`src/rtl/serial_add_pkg.sv`:
```
// Shared definitions for the bit-serial adder controller.
// Holds the FSM state encoding and the default operand width.
// No ports; imported by serial_add_ctrl.
package serial_add_pkg;

  // Default operand width; legal range is 2..32.
  localparam int WIDTH_DEF = 8;

  // Controller states.
  typedef enum logic [1:0] {
    IDLE = 2'd0,
    RUN  = 2'd1,
    DONE = 2'd2
  } state_t;

endpackage : serial_add_pkg

```
`src/rtl/serial_add_ctrl_full_add.sv`:
```
// full_add: 1-bit full adder made from two half adders and an OR gate.
// Latency: purely combinational. Backpressure: none.
// Ports: a, b, ci (inputs); s = a^b^ci, co = carry out.
module full_add (
  input  logic a,
  input  logic b,
  input  logic ci,
  output logic co,
  output logic s
);

  logic w_s1;
  logic w_c1;
  logic w_c2;

  // First half adder: a + b.
  assign w_s1 = a ^ b;
  assign w_c1 = a & b;

  // Second half adder: partial sum + carry in.
  assign s    = w_s1 ^ ci;
  assign w_c2 = w_s1 & ci;

  // The two half-adder carries can never both be 1, so OR merges them.
  assign co   = w_c1 | w_c2;

endmodule : full_add

```
`src/rtl/serial_add_ctrl.sv`:
```
// serial_add_ctrl: bit-serial unsigned adder, one shared full adder, LSB first.
// Latency: done pulses in the cycle after the WIDTH-th edge after the accepting edge.
// Backpressure: start is ignored while busy or done; next accept is the first IDLE cycle.
// Ports: clk, rst (sync, active-high), start, a, b -> busy, done, sum, co.
// Optional: define SERIAL_ADD_CTRL_OVF_EN to add output ovf (signed overflow).
module serial_add_ctrl
  import serial_add_pkg::*;
#(
  parameter int WIDTH = WIDTH_DEF
) (
  input  logic             clk,
  input  logic             rst,
  input  logic             start,
  input  logic [WIDTH-1:0] a,
  input  logic [WIDTH-1:0] b,
  output logic             busy,
  output logic             done,
  output logic [WIDTH-1:0] sum,
  output logic             co
`ifdef SERIAL_ADD_CTRL_OVF_EN
  ,
  output logic             ovf
`endif
);

  localparam int CW = $clog2(WIDTH);
  localparam logic [CW-1:0] LAST = CW'(WIDTH - 1);

  state_t           r_state;
  state_t           w_next;

  logic [WIDTH-1:0] r_a;
  logic [WIDTH-1:0] r_b;
  logic [WIDTH-1:0] r_sum;
  logic [CW-1:0]    r_cnt;
  logic             r_carry;
  logic             r_co;

  logic             w_bit_a;
  logic             w_bit_b;
  logic             w_s;
  logic             w_c;
  logic             w_last;

  assign w_bit_a = r_a[r_cnt];
  assign w_bit_b = r_b[r_cnt];
  assign w_last  = (r_cnt == LAST);

  // The single datapath adder, reused once per bit position.
  full_add u_full_add (
    .a  (w_bit_a),
    .b  (w_bit_b),
    .ci (r_carry),
    .co (w_c),
    .s  (w_s)
  );

  // State register.
  always_ff @(posedge clk) begin
    if (rst) begin
      r_state <= IDLE;
    end else begin
      r_state <= w_next;
    end
  end

  // Next-state and status decode.
  always_comb begin
    w_next = r_state;
    busy   = 1'b0;
    done   = 1'b0;
    case (r_state)
      IDLE: begin
        if (start) begin
          w_next = RUN;
        end
      end
      RUN: begin
        busy = 1'b1;
        if (w_last) begin
          w_next = DONE;
        end
      end
      DONE: begin
        done   = 1'b1;
        w_next = IDLE;
      end
      default: begin
        w_next = IDLE;
      end
    endcase
  end

  // Operand capture and per-bit accumulation. Reset wins over start and
  // over an in-flight operation.
  always_ff @(posedge clk) begin
    if (rst) begin
      r_a     <= '0;
      r_b     <= '0;
      r_sum   <= '0;
      r_cnt   <= '0;
      r_carry <= 1'b0;
      r_co    <= 1'b0;
    end else begin
      case (r_state)
        IDLE: begin
          if (start) begin
            r_a     <= a;
            r_b     <= b;
            r_carry <= 1'b0;
            r_cnt   <= '0;
          end
        end
        RUN: begin
          r_sum[r_cnt] <= w_s;
          r_carry      <= w_c;
          r_cnt        <= r_cnt + CW'(1);
          if (w_last) begin
            r_co <= w_c;
          end
        end
        default: begin
        end
      endcase
    end
  end

`ifdef SERIAL_ADD_CTRL_OVF_EN
  logic r_ovf;

  // At the MSB, r_carry is the carry into bit WIDTH-1 and w_c the carry out;
  // they differ exactly when the signed result overflows.
  always_ff @(posedge clk) begin
    if (rst) begin
      r_ovf <= 1'b0;
    end else if (r_state == RUN && w_last) begin
      r_ovf <= r_carry ^ w_c;
    end
  end

  assign ovf = r_ovf;
`endif

  assign sum = r_sum;
  assign co  = r_co;

endmodule : serial_add_ctrl

```
`config.mk`:
```
export PLATFORM = sky130hd
export DESIGN_NAME = serial_add_ctrl
export DESIGN_NICKNAME = d
export VERILOG_FILES = /design/src/rtl/serial_add_pkg.sv /design/src/rtl/serial_add_ctrl_full_add.sv /design/src/rtl/serial_add_ctrl.sv
export SDC_FILE = /design/constraint.sdc
export NUM_CORES = 1
export LEC_CHECK = 0
export BUFFER_PORTS_ARGS = -buffer_cell sky130_fd_sc_hd__buf_2
export CAP_MARGIN = 0
export CELL_PAD_IN_SITES_DETAIL_PLACEMENT = 0
export CELL_PAD_IN_SITES_GLOBAL_PLACEMENT = 1
export CORE_MARGIN = 4
export CORE_UTILIZATION = 44
export CTS_CLUSTER_DIAMETER = 60
export CTS_CLUSTER_SIZE = 30
export DETAILED_ROUTE_END_ITERATION = 10
export PLACE_DENSITY = 0.82
export SYNTH_ARGS = -nofsm -noshare
export SYNTH_HDL_FRONTEND = slang
export SYNTH_HIERARCHICAL = 1
export SYNTH_SLANG_ARGS = --single-unit
```
`constraint.sdc`:
```
create_clock -name clk -period 6.4 [get_ports clk]
set_input_delay 1.28 -clock clk [delete_from_list [all_inputs] [get_ports clk]]
set_output_delay 1.28 -clock clk [all_outputs]
set_load 0.01 [all_outputs]
```
# Word level (Yosys, flattened, before mapping)
# Cells that the tools add are included.
# totals
romBits	0
ramBits	0
input_bits	19
out_inout_bits	11
latchBits	0
register_bits	31
n_memories	0
# op_classes
addsub	1
shift	0
n_div	0
n_eq_ne	5
order_cmp	2
mux	16
bitwise_logic	5
n_reduce_logical	7
n_mul	0
# op_table
operator	n
bitwise mux 8 bit	1
AND reduction 2 bit	4
binary-select mux 1 bit (select 3 bit)	2
two-way mux 1 bit	6
case mux 3 bit (2 select lines)	1
< comparator 3 x 4 -> 1 bit (second input constant)	1
two-way mux 2 bit	2
!= test 2 bit (second input constant)	2
case mux 2 bit (2 select lines)	1
adder 3 x 1 -> 3 bit (second input constant)	1
demux 1 bit (select 3 bit)	1
equality test 3 bit (second input constant)	1
>= comparator 3 x 1 -> 1 bit (second input constant)	1
two-way mux 3 bit	1
bitwise AND 1 bit	2
equality test 2 x 1 -> 1 bit (second input constant)	1
equality test 2 bit (second input constant)	1
logical NOT 2 bit	1
case mux 1 bit (2 select lines)	1
nonzero test 2 bit	1
bitwise XOR 1 bit	2
logical AND 1 bit	1
OR 1 bit	1

# Logic depth before layout (Yosys ltp)
# logic_depth
depth_word	6
depth_mapped	7

# Hierarchy
# The synthesis kept the hierarchy.
# by_module_without_submodules
module	cells_each	instances	area_per_inst_um2
serial_add_ctrl	130	1	1365.1
full_add	1	1	20.0

# Least setup slack after synthesis
# Ideal clock, no wire load.
# synth_path
path_kind	reg-to-reg
start	register r_cnt[1]
end	register r_sum[0], in the netlist sum[0]
slack_ns	4.179
stages_incl_launch_ff	8
arrival_ns	2.092
t_required_ns	6.271
path_buffers	2
cell_sequence	dfxtp_1 > buf_6 > mux4_1 > mux2_2 > fa_1 > nand2b_1 > clkbuf_1 > mux2i_1
# synth_via
elab_chain_cells	5
# synth_lines
element	line	rtl
start: declaration	serial_add_ctrl.sv:35	logic [CW-1:0] r_cnt;
start signal: assignment	serial_add_ctrl.sv:117	r_cnt <= r_cnt + CW'(1);
binary-select mux 1 bit (select 3 bit)	serial_add_ctrl.sv:45	assign w_bit_a = r_a[r_cnt];
two-way mux 1 bit (not written as such)	serial_add_ctrl.sv:45	
net w_bit_a	serial_add_ctrl.sv:39	logic w_bit_a;
bitwise XOR 1 bit	serial_add_ctrl_full_add.sv:17	assign w_s1 = a ^ b;
bitwise XOR 1 bit	serial_add_ctrl_full_add.sv:21	assign s = w_s1 ^ ci;
net w_s	serial_add_ctrl.sv:41	logic w_s;
bitwise mux 8 bit	serial_add_ctrl.sv:115	r_sum[r_cnt] <= w_s;
end signal: indexed assignment	serial_add_ctrl.sv:115	
end: declaration	serial_add_ctrl.sv:34	logic [WIDTH-1:0] r_sum;
# The timed path passes the listed nets, and every way through them passes these cells. The select of a mux whose other input is x is not followed.
# A chain may end at the register's enable or synchronous reset.

# Worst setup path in the final report
# layout_path
start	register r_state[0]
end	output port busy
# layout_via
elab_chain_cells	2
# layout_lines
element	line	rtl
start: declaration	serial_add_ctrl.sv:29	state_t r_state;
start signal: assignment	serial_add_ctrl.sv:63	r_state <= w_next;
equality test 2 x 1 -> 1 bit	serial_add_ctrl.sv:72	case (r_state)
two-way mux 1 bit	serial_add_ctrl.sv:72	
end: declaration	serial_add_ctrl.sv:16	output logic busy,
# Every way passes these cells.

==> run summary <==
For this run, design rule violations remaining after detail routing come to 0. The final layout contains routed wiring with a total length of 2.51 mm. In this run the vertical extent of the chip is 64.1 um. The average vias per placed instance came out at 4.88. The run gives 23 as the number of unique standard cell types used by synthesis. Summed over all nets, the half-perimeter wirelength after detailed placement is 1.83 mm. The max-capacitance violation count came out at 0. Fraction of final layout cells sized beyond drive strength 1: 24.2%. Data arrival time of the worst path: 1.56 ns. The root buffer cell chosen for the clock tree is clkbuf_4. Type of the worst setup path: flop to primary output. The pre-antenna-repair detailed-routing pass consisted of 4 iterations.

The number of clock sinks seen by CTS came out at 31. The setup slack on the worst flop-to-flop path was 3.92 ns. In this run the worst path has a maximum fanout of 10. The number of gates resized after CTS was 0. The run gives 0 as the count of endpoints failing hold in the final timing report. The cell type with the highest aggregate area in the netlist is dfxtp_1. The critical path goes through nor2b_1 > buf_2. The share of Yosys cell area claimed by the top area cell type works out to 44.8%.

For the total number of vias, the log shows 980. Across all hold checks on the routed design, the worst slack comes to 0.461 ns. In this run, synthesis inferred 0 flip-flops with an integrated enable. The number of global-route vias before repair was 1013. From left edge to right edge, the die measures 64.1 um.

Dividing the synthesized area by the synthesized cell count gives 10.6 um^2. Ranked by total cell area, the synthesized netlist is headed by dfxtp_1 45%, mux2i_1 17%, mux4_1 7.6%. After global routing the overflow that remains totals 0.

Across the VDD grid, the largest voltage drop is 0.130 mV. STA classifies the critical path startpoint as a flop. Yosys printed 6 warnings. At the end of routability-driven placement, the weighted congestion stood at 0.658.

For the number of buffers inserted by post-CTS setup repair, the log shows 0. The count of port buffers added during placement was 29. Remaining max-slew budget at the tightest pin: 58.1%.

The delay of the slowest cell on the worst path was 0.55 ns; the hold buffer count at cts was 0. After filler insertion, the fill cell instance count of the layout stands at 296. The worst path uses 44.3% of the clock period. Clock-pin slew was measured on the worst setup and hold paths at 0.08 ns. The post-layout minimum cycle time is 2.84 ns, and the multi-input logic area is 701 um^2. After routing, the total negative slack on setup checks comes to 0 ns. Average detailed-routed wire length per instance: 12.5 um.

The flow ran to the end, and the final reports show no timing, DRC or antenna violations. Summed instance area of the synthesized netlist: 1390 um^2. The worst hold path belongs to the class flop to flop.

The endpoint class of the critical path is a primary output. The tools report the number of instances in the synthesized netlist as 131. The number of nets in the synthesized netlist is 153. The run gives 0 as the number of endpoints failing setup at the final stage. For this design the top-level I/O count stands at 30. The repair_antennas step left the layout with diodes totalling 0. The first global-routing pass estimated 4.29 mm of wire. The synthesized flop and latch total is 31.

The tools report the number of buffers on the longest clock path as 2. The core area is 3030 um^2, and the final worst clock skew is 0.00718 ns. The leading register cell type out of synthesis was dfxtp_1. TritonCTS built the clock tree. For this configuration, the core starts out at a cell density of 45.7%. The first routing iteration left 55 violations. Entering global routing, the biggest net connects 33 pins. The sequential cells in the finished layout cover a total of 621 um^2. Cell with the largest stage delay on the worst path: nor2b_1. For the initial antenna violation count, the log shows 0. The measured slew at the worst slew-check pin is 0.627 ns. The layout net count is 180.

Part of the Yosys area used for sequential elements: 44.8%. The clock tree synthesis step divided the H-tree into 2 levels. Relative to the synthesized area, the layout overhead comes to 13.6%. The remaining antenna violation count is 0.

The number of core rows was 20. The die footprint came out at 4110 um^2. Setup repair after global routing left no endpoint under its margin. For the worst-skew pair, the clock arrives at the later sink with an insertion delay of 0.32 ns.

The logs give 5 for the total clock buffers created by CTS and 0 for the final max-slew violation count. The maximum frequency from static timing analysis was 353 MHz. The static power due to leakage is 0.740 nW. The post-synthesis async set-or-reset flop share was 0%; the global-route usage over all layers was 13.6%.

In this run the power density over the cells is 218 nW/um^2. The critical path data required time was 5.12 ns.
-- final cells by class --
| type | instances | share of cell area, % |
|---|---|---|
| clock buffers | 6 | 2.62 |
| flip-flops and latches | 31 | 39.4 |
| inverters | 1 | 0.238 |
| repair buffers | 30 | 9.70 |
| multi-input cells | 89 | 44.5 |
| well taps | 44 | 3.50 |
-- per-stage QoR --
step	utilization [%]	cell area, um^2	cells	setup WS, ns	power (mW)
2_1_floorplan	-	1390	131	4.18	0.242
3_3_place_gp	50.6	1530	195	3.93	0.250
3_5_place_dp	50.6	1530	195	3.91	0.252
4_1_cts	52.0	1570	201	3.55	0.349
5_1_grt	52.0	1570	201	3.39	0.363
6_report	52.0	1570	201	3.56	0.343
-- routing by layer --
metal  GRT usage, %  vias to the layer above  share of wire (%)  wire length (um)
li1               -                      506                  -                 -
met3           4.22                        7                5.7               142
met1           14.4                      443                 42              1060
met4           7.92                        0                2.4                60
met5              0                        -                  0                 0
met2           23.5                       24                 49              1240
-- placed cells by master (no fill, tap or decap), types with 2 or more instances in the layout --
cell type / synthesis / layout
nand2_1: 4 / 4
a22oi_1: 3 / 3
nor2_1: 23 / 23
nand2b_1: 9 / 9
mux4_1: 4 / 4
nor2b_1: 3 / 3
a21oi_1: 3 / 3
buf_2: 1 / 29
dfxtp_1: 31 / 31
clkbuf_4: 0 / 5
mux2_2: 2 / 2
nand3_1: 5 / 5
ha_1: 2 / 2
mux2i_1: 24 / 24
-- flip-flops by register name, summed over array words and instances (netlist names) --
signal / count
r_carry: 1
r_state: 2
sum: 8
r_b: 8
r_cnt: 3
co: 1
r_a: 8
-- worst paths after layout --
check | from | to | depth (start not counted)
max | r_state[0] | busy | 2
min | co | co | 2
max reg2reg | r_cnt[1] | sum[5] | 5
min reg2reg | co | co | 2
-- synthesized netlist by cell type, types with 2 or more instances --
cell	number
nand3_1	5
mux2i_1	24
a21oi_1	3
mux4_1	4
nand2b_1	9
mux2_2	2
dfxtp_1	31
a22oi_1	3
nor2_1	23
buf_6	3
nor2b_1	3
clkbuf_1	5
nand2_1	4
ha_1	2
nor3b_1	2
-- critical path, delay by kind of cell (launching register included) --
kind | cells | cell delay (ns)
buffers and inverters | 1 | 0.25
flip-flops | 1 | 0.43
AND/OR/NAND/NOR | 1 | 0.55
-- cells by family after synthesis --
family / share of synthesized area (%)
multiplexers: 26.6
buffers and inverters: 4.97
adder cells (fa/ha/maj): 3.25
AND/OR/NAND/NOR: 17.2
flip-flops: 44.8
AO/OA/AOI/OAI: 3.25
-- power breakdown --
group	total, mW	switching (mW)	internal, mW
Combinational	0.0402	0.0197	0.0204
Sequential	0.207	0.00581	0.201
Clock	0.0958	0.0569	0.0389
Note: power is estimated with default switching activity, not from simulation.
